## src/rtl/player_motion_ctrl_if.sv

```systemverilog
// Button, strobe and sprite-state bundle between the game logic and one
// player_motion_ctrl instance.
interface player_motion_ctrl_if #(
    parameter int FW = 3
);
    // Inputs are level requests, sampled on every clk edge.
    // write_finished is a one-cycle strobe with no ready/backpressure.
    // Outputs are registered and valid on every cycle outside reset.
    logic          move_left;
    logic          move_right;
    logic          jump;
    logic          gaming;
    logic          write_finished;
    logic [11:0]   player_x;
    logic [11:0]   player_y;
    logic [FW-1:0] frame_idx;
    logic          facing;
    logic          airborne;

    modport master (
        output move_left, move_right, jump, gaming, write_finished,
        input  player_x, player_y, frame_idx, facing, airborne
    );

    modport slave (
        input  move_left, move_right, jump, gaming, write_finished,
        output player_x, player_y, frame_idx, facing, airborne
    );
endinterface

```

## src/rtl/player_motion_ctrl.sv

```systemverilog
// Per-player sprite motion: clamped horizontal steps, ballistic jump and a
// walking animation frame counter. Position only moves on frame strobes.
module player_motion_ctrl #(
    parameter int X_INIT      = 50,
    parameter int Y_GROUND    = 380,
    parameter int X_MIN       = 50,
    parameter int X_MAX_SERVE = 200,
    parameter int X_MAX_RALLY = 280,
    parameter int STEP_DIV    = 2,
    parameter int MOVE_STEP   = 4,
    parameter int JUMP_V0     = 8,
    parameter int ANIM_DIV    = 3000000,
    parameter int N_FRAMES    = 5,
    parameter bit FACE_INIT   = 1'b1
) (
    input logic                 clk,
    input logic                 rst_n,
    player_motion_ctrl_if.slave bus
);
    localparam int FW  = $clog2(N_FRAMES);
    localparam int SCW = (STEP_DIV > 1) ? $clog2(STEP_DIV) : 1;
    localparam int ACW = (ANIM_DIV > 1) ? $clog2(ANIM_DIV) : 1;

    localparam logic signed [12:0] XMIN_S   = 13'(X_MIN);
    localparam logic signed [12:0] XSERVE_S = 13'(X_MAX_SERVE);
    localparam logic signed [12:0] XRALLY_S = 13'(X_MAX_RALLY);
    localparam logic signed [12:0] STEP_S   = 13'(MOVE_STEP);
    localparam logic signed [12:0] YGND_S   = 13'(Y_GROUND);
    localparam logic signed [7:0]  V0_S     = 8'(JUMP_V0);
    localparam logic [SCW-1:0]     SLAST    = SCW'(STEP_DIV - 1);
    localparam logic [ACW-1:0]     ALAST    = ACW'(ANIM_DIV - 1);
    localparam logic [FW-1:0]      FLAST    = FW'(N_FRAMES - 1);

    typedef enum logic [1:0] {DIR_NONE, DIR_LEFT, DIR_RIGHT} dir_t;
    typedef enum logic {ST_GROUND, ST_AIR} vstate_t;

    dir_t                dir;
    vstate_t             state_q, state_d;
    logic [11:0]         x_q, x_d, y_q, y_d;
    logic signed [7:0]   vy_q, vy_d;
    logic [SCW-1:0]      scnt_q, scnt_d;
    logic [ACW-1:0]      acnt_q, acnt_d;
    logic [FW-1:0]       frame_q, frame_d;
    logic                facing_q, facing_d;

    logic signed [12:0]  x_s, y_s, left_x, right_x, bound_s, y_next;

    always_comb begin
        dir = DIR_NONE;
        if (bus.move_left && !bus.move_right)
            dir = DIR_LEFT;
        else if (bus.move_right && !bus.move_left)
            dir = DIR_RIGHT;
    end

    assign x_s     = {1'b0, x_q};
    assign y_s     = {1'b0, y_q};
    assign left_x  = x_s - STEP_S;
    assign right_x = x_s + STEP_S;
    assign bound_s = bus.gaming ? XRALLY_S : XSERVE_S;
    assign y_next  = y_s - {{5{vy_q[7]}}, vy_q};

    // Horizontal stepping; a right step never pulls x back inside a
    // bound that shrank under it (gaming dropped mid-rally).
    always_comb begin
        x_d    = x_q;
        scnt_d = scnt_q;
        if (bus.write_finished) begin
            if (dir == DIR_NONE) begin
                scnt_d = '0;
            end else if (scnt_q == SLAST) begin
                scnt_d = '0;
                if (dir == DIR_LEFT)
                    x_d = (left_x < XMIN_S) ? XMIN_S[11:0] : left_x[11:0];
                else if (x_s <= bound_s)
                    x_d = (right_x > bound_s) ? bound_s[11:0] : right_x[11:0];
            end else begin
                scnt_d = scnt_q + 1'b1;
            end
        end
    end

    // Vertical FSM: launch leaves y alone, later strobes integrate vy.
    always_comb begin
        state_d = state_q;
        vy_d    = vy_q;
        y_d     = y_q;
        if (bus.write_finished) begin
            case (state_q)
                ST_GROUND: begin
                    if (bus.jump) begin
                        state_d = ST_AIR;
                        vy_d    = V0_S;
                    end
                end
                ST_AIR: begin
                    if (y_next >= YGND_S) begin
                        state_d = ST_GROUND;
                        vy_d    = '0;
                        y_d     = YGND_S[11:0];
                    end else begin
                        y_d  = y_next[11:0];
                        vy_d = vy_q - 8'sd1;
                    end
                end
                default: state_d = ST_GROUND;
            endcase
        end
    end

    // Walk animation runs on clk, only while walking on the ground.
    always_comb begin
        acnt_d   = '0;
        frame_d  = '0;
        facing_d = facing_q;
        if (dir != DIR_NONE)
            facing_d = (dir == DIR_RIGHT);
        if (dir != DIR_NONE && state_q == ST_GROUND) begin
            frame_d = frame_q;
            if (acnt_q == ALAST) begin
                if (dir == DIR_RIGHT)
                    frame_d = (frame_q == FLAST) ? '0 : frame_q + 1'b1;
                else
                    frame_d = (frame_q == '0) ? FLAST : frame_q - 1'b1;
            end else begin
                acnt_d = acnt_q + 1'b1;
            end
        end
    end

    always_ff @(posedge clk or negedge rst_n) begin
        if (!rst_n) begin
            state_q  <= ST_GROUND;
            x_q      <= 12'(X_INIT);
            y_q      <= 12'(Y_GROUND);
            vy_q     <= '0;
            scnt_q   <= '0;
            acnt_q   <= '0;
            frame_q  <= '0;
            facing_q <= FACE_INIT;
        end else begin
            state_q  <= state_d;
            x_q      <= x_d;
            y_q      <= y_d;
            vy_q     <= vy_d;
            scnt_q   <= scnt_d;
            acnt_q   <= acnt_d;
            frame_q  <= frame_d;
            facing_q <= facing_d;
        end
    end

    assign bus.player_x  = x_q;
    assign bus.player_y  = y_q;
    assign bus.frame_idx = frame_q;
    assign bus.facing    = facing_q;
    assign bus.airborne  = (state_q == ST_AIR);
endmodule

```

## src/flat_wrapper.sv

```systemverilog
// flat-port wrapper written by rule: the top's interface ports become plain ports
module player_motion_ctrl_flat 
#(
    parameter int X_INIT      = 50,
    parameter int Y_GROUND    = 380,
    parameter int X_MIN       = 50,
    parameter int X_MAX_SERVE = 200,
    parameter int X_MAX_RALLY = 280,
    parameter int STEP_DIV    = 2,
    parameter int MOVE_STEP   = 4,
    parameter int JUMP_V0     = 8,
    parameter int ANIM_DIV    = 3000000,
    parameter int N_FRAMES    = 5,
    parameter bit FACE_INIT   = 1'b1
)
  (clk, rst_n, bus_move_left, bus_move_right, bus_jump, bus_gaming, bus_write_finished, bus_player_x, bus_player_y, bus_frame_idx, bus_facing, bus_airborne);
  player_motion_ctrl_if #(.FW((3))) bus_i ();
  input logic clk;
  input logic rst_n;
  input wire logic [$bits(bus_i.move_left)-1:0] bus_move_left;
  input wire logic [$bits(bus_i.move_right)-1:0] bus_move_right;
  input wire logic [$bits(bus_i.jump)-1:0] bus_jump;
  input wire logic [$bits(bus_i.gaming)-1:0] bus_gaming;
  input wire logic [$bits(bus_i.write_finished)-1:0] bus_write_finished;
  output wire logic [$bits(bus_i.player_x)-1:0] bus_player_x;
  output wire logic [$bits(bus_i.player_y)-1:0] bus_player_y;
  output wire logic [$bits(bus_i.frame_idx)-1:0] bus_frame_idx;
  output wire logic [$bits(bus_i.facing)-1:0] bus_facing;
  output wire logic [$bits(bus_i.airborne)-1:0] bus_airborne;
  assign bus_i.move_left = bus_move_left;
  assign bus_i.move_right = bus_move_right;
  assign bus_i.jump = bus_jump;
  assign bus_i.gaming = bus_gaming;
  assign bus_i.write_finished = bus_write_finished;
  assign bus_player_x = bus_i.player_x;
  assign bus_player_y = bus_i.player_y;
  assign bus_frame_idx = bus_i.frame_idx;
  assign bus_facing = bus_i.facing;
  assign bus_airborne = bus_i.airborne;
  player_motion_ctrl #(.X_INIT(X_INIT), .Y_GROUND(Y_GROUND), .X_MIN(X_MIN), .X_MAX_SERVE(X_MAX_SERVE), .X_MAX_RALLY(X_MAX_RALLY), .STEP_DIV(STEP_DIV), .MOVE_STEP(MOVE_STEP), .JUMP_V0(JUMP_V0), .ANIM_DIV(ANIM_DIV), .N_FRAMES(N_FRAMES), .FACE_INIT(FACE_INIT)) u_core (.clk(clk), .rst_n(rst_n), .bus(bus_i));
endmodule
```

## config.mk

```make
export PLATFORM = sky130hd
export DESIGN_NAME = player_motion_ctrl_flat
export DESIGN_NICKNAME = d
export VERILOG_FILES = /design/src/rtl/player_motion_ctrl_if.sv /design/src/rtl/player_motion_ctrl.sv /design/src/flat_wrapper.sv
export SDC_FILE = /design/constraint.sdc
export NUM_CORES = 1
export LEC_CHECK = 0
export BUFFER_PORTS_ARGS = -buffer_cell sky130_fd_sc_hd__buf_2
export CORE_ASPECT_RATIO = 0.8
export CORE_MARGIN = 5
export CORE_UTILIZATION = 35
export CTS_CLUSTER_DIAMETER = 80
export DETAILED_ROUTE_END_ITERATION = 16
export GPL_ROUTABILITY_DRIVEN = 0
export PLACE_DENSITY = 0.6
export SLEW_MARGIN = 20
export SYNTH_ARGS = -nofsm -noshare
export SYNTH_HDL_FRONTEND = slang
export SYNTH_SLANG_ARGS = --single-unit
```

## constraint.sdc

```tcl
create_clock -name clk -period 2.59 [get_ports clk]
set_input_delay 0.1295 -clock clk [delete_from_list [all_inputs] [get_ports clk]]
set_output_delay 0.1295 -clock clk [all_outputs]
set_load 0.03 [all_outputs]
```

==> results.sh <==
export IMPL_path_buf_inv=2
export IMPL_power_total_mw=9.14
export IMPL_final_cells=821
export IMPL_status="complete, but fails checks"
export IMPL_avgSynthCellArea_sq_um=8.71
export IMPL_clk_path_buf_depth=2
export IMPL_nFillCells=1132
export IMPL_path_class="flop to flop"
export IMPL_cap_violations=0
export IMPL_hp_class="input port to flop"
export IMPL_grt_setup_unrepaired="yes"
export IMPL_syn_nets=545
export IMPL_antenna_found_initial=0
export IMPL_fin_skew_ns=0.00481
export IMPL_violations="negative setup slack"
export IMPL_first_global_vias=4243
export IMPL_slowest_delay_ns=0.55
export IMPL_avgViaCountPerCell=5.16
export IMPL_seqCellArea_sq_um=1490
export IMPL_max_freq_mhz=355
export IMPL_power_internal_mw=5.30
export IMPL_grt_max_degree=31
export IMPL_initial_core_util=0.358
export IMPL_ys_warn_count=0
export IMPL_drt_iter0_markers=237
export IMPL_powerDensity_nw_per_um2=1410
export IMPL_place_ws_ns=-0.456
export IMPL_combPwrFrac=0.699
export IMPL_clk_pin_slew_worst_paths_ns=0.05
export IMPL_power_leakage_nw=2.77
export IMPL_required_ns=2.85
export IMPL_die_area_sq_um=14900
export IMPL_cts_buffers=9
export IMPL_p_clk_frac=0.151
export IMPL_final_nets=686
export IMPL_cpMaxStageDelayCell="dfstp_2"
export IMPL_netlist_instances=504
export IMPL_wire_per_inst_um=15.3
export IMPL_min_period_ns=2.81
export IMPL_die_y_um=110
export IMPL_h_tree_depth=3
export IMPL_ioPinCount=36
export IMPL_port_buffers=34
export IMPL_drive_above_1_share=0.426
export IMPL_power_switching_mw=3.84
export IMPL_switching_share=0.421
export IMPL_setup_slack_ns=-0.225
export IMPL_grtUsageTotal=0.172
export IMPL_cp_cell_sequence="buf_6, ha_4, a211oi_4, o221ai_4, a2111oi_4, buf_4, mux2_4, nand3_4, or2_4, nand2b_4, o21ai_2"
export IMPL_place_area_sq_um=5480
export IMPL_synth_edff_count=0
export IMPL_slew_violations=0
export IMPL_netlist_cell_type_count=73
export IMPL_cp_arrival_ns=3.07
export IMPL_core_sq_um=12300
export IMPL_hpwl_um=9050
export IMPL_routed_wirelength_um=12500
export IMPL_ant_nets=0
export IMPL_async_reset_ff_frac=1.00
export IMPL_multi_input_area_sq_um=3200
export IMPL_critPathMaxFanout=5
export IMPL_vdd_drop_max_mv=0.611
export IMPL_tightest_slew_ns=0.780
export IMPL_cp_end_kind="flop"
export IMPL_area_delta_synth_final_pct=47.4
export IMPL_clkLatencyLatePin_ns=0.33
export IMPL_period_share=1.09
export IMPL_setup_viol=31
export IMPL_die_w_um=135
export IMPL_synth_seq_area_share=0.339
export IMPL_p_seq_frac=0.150
export IMPL_final_cell_area_sq_um=6470
export IMPL_synthFlopType="dfrtp_1"
export IMPL_grt_first_pass_wirelength_um=20700
export IMPL_placed_cells=784
export IMPL_synth_seq_cells=59
export IMPL_cp_top_family="compound AO/OA/AOI/OAI gates"
export IMPL_drc=0
export IMPL_first_pass_iters=4
export IMPL_holdWs_ns=0.122
export IMPL_clock_root_buffer="clkbuf_16"
export IMPL_n_antenna_cell=0
export IMPL_overflow=0
export IMPL_start_kind="flop"
export IMPL_netlist_area_sq_um=4390
export IMPL_relSlewSlack=0.480
export IMPL_final_hold_viol_count=0
export IMPL_num_rows=36
export IMPL_cts_tree="built"
export IMPL_num_vias=4240
export IMPL_clock_sinks=59
==> cells by family after synthesis <==
logic type | count (synthesis) | share of synthesized area
multiplexers | 8 | 0.0188
AO/OA/AOI/OAI | 118 | 0.196
XOR/XNOR | 29 | 0.0578
AND/OR/NAND/NOR | 201 | 0.237
other | 1 | 0.000854
buffers and inverters | 54 | 0.0521
adder cells (fa/ha/maj) | 34 | 0.0986
flip-flops | 59 | 0.339
==> Yosys cell counts, types with 14 or more instances <==
library cell | n | area [sq um]
dfrtp_1 | 49 | 1230
ha_1 | 33 | 413
nor3_1 | 19 | 95.1
inv_1 | 31 | 116
nand3_1 | 16 | 80.1
nor2_1 | 44 | 165
xor2_1 | 14 | 123
clkbuf_1 | 14 | 52.6
a21oi_1 | 22 | 110
nand2_1 | 51 | 191
o21ai_0 | 19 | 95.1
xnor2_1 | 15 | 131
==> final cells by class <==
type,count,share of cell area
clock buffers,11,0.0375
repair buffers,152,0.171
inverters,32,0.0186
clock inverters,5,0.0155
well taps,171,0.0330
multi-input cells,391,0.494
flip-flops and latches,59,0.231
==> sequential cells by signal, indices dropped and copies added, names as in the netlist <==
name	count
u_core.scnt_q	1
u_core.bus.player_y	12
u_core.bus.airborne	1
u_core.acnt_q	22
u_core.vy_q	8
u_core.bus.player_x	11
u_core.bus.frame_idx	3
u_core.bus.facing	1
==> worst min-delay path: cells and delay by family <==
family | cells | cell delay, ns
AOI/OAI and AO/OA | 2 | 0.17
buffers and inverters | 1 | 0.11
==> what timing repair did <==
| item | CTS | global route |
|---|---|---|
| buffers inserted | 15 | 5 |
| endpoints found under the setup margin | 32 | 32 |
| hold buffers | 1 | 0 |
| pin swaps | 32 | 23 |
| resized for setup | 55 | 35 |
| endpoints found under the hold margin | 24 | 0 |
==> worst paths after layout <==
| check | start | to | slack, ns | cells after the start |
|---|---|---|---|---|
| setup / recovery | u_core.bus.player_x[4] | u_core.bus.player_x[11] | -0.22 | 11 |
| hold / removal | bus_jump | u_core.bus.airborne | 0.12 | 3 |
| hold reg to reg | u_core.bus.player_y[10] | u_core.bus.player_y[10] | 0.51 | 2 |
| max in group asynchronous | rst_n | u_core.bus.player_y[5] | 1.40 | 3 |
| min in group asynchronous | rst_n | u_core.acnt_q[8] | 0.42 | 2 |
| setup reg to reg | u_core.bus.player_x[4] | u_core.bus.player_x[11] | -0.22 | 11 |
==> metal layers <==
layer  global-route usage  wire [um]
met4               0.0374         94
met3               0.0404        475
met5                    0          0
met1                0.229       5870
met2                0.289       6090
==> layout by cell type (no fill, tap or decap), types with 16 or more instances in the layout <==
| cell type | count |
|---|---|
| a21oi_1 | 19 |
| buf_2 | 34 |
| buf_4 | 104 |
| dfrtp_1 | 45 |
| ha_1 | 22 |
| inv_1 | 28 |
| nand2_1 | 47 |
| nor2_1 | 41 |
| nor3_1 | 16 |
| o21ai_0 | 18 |
==> power by group through the flow <==
stage	Clock [mW]	Combinational, mW	Sequential (mW)
3_5_place_dp	0	5.33	1.35
5_1_grt	1.46	6.92	1.40
4_1_cts	1.41	5.98	1.36
2_1_floorplan	0	3.01	1.63
3_3_place_gp	0	5.23	1.35
6_report	1.38	6.39	1.37
==> metrics by stage <==
stage | setup TNS [ns] | util
2_1_floorplan | -3.09 | -
3_3_place_gp | -6.96 | 0.448
3_5_place_dp | -8.22 | 0.448
4_1_cts | -3.86 | 0.509
5_1_grt | -8.78 | 0.528
6_report | -4.46 | 0.528
No activity file was read; power rests on OpenSTA's default activity.
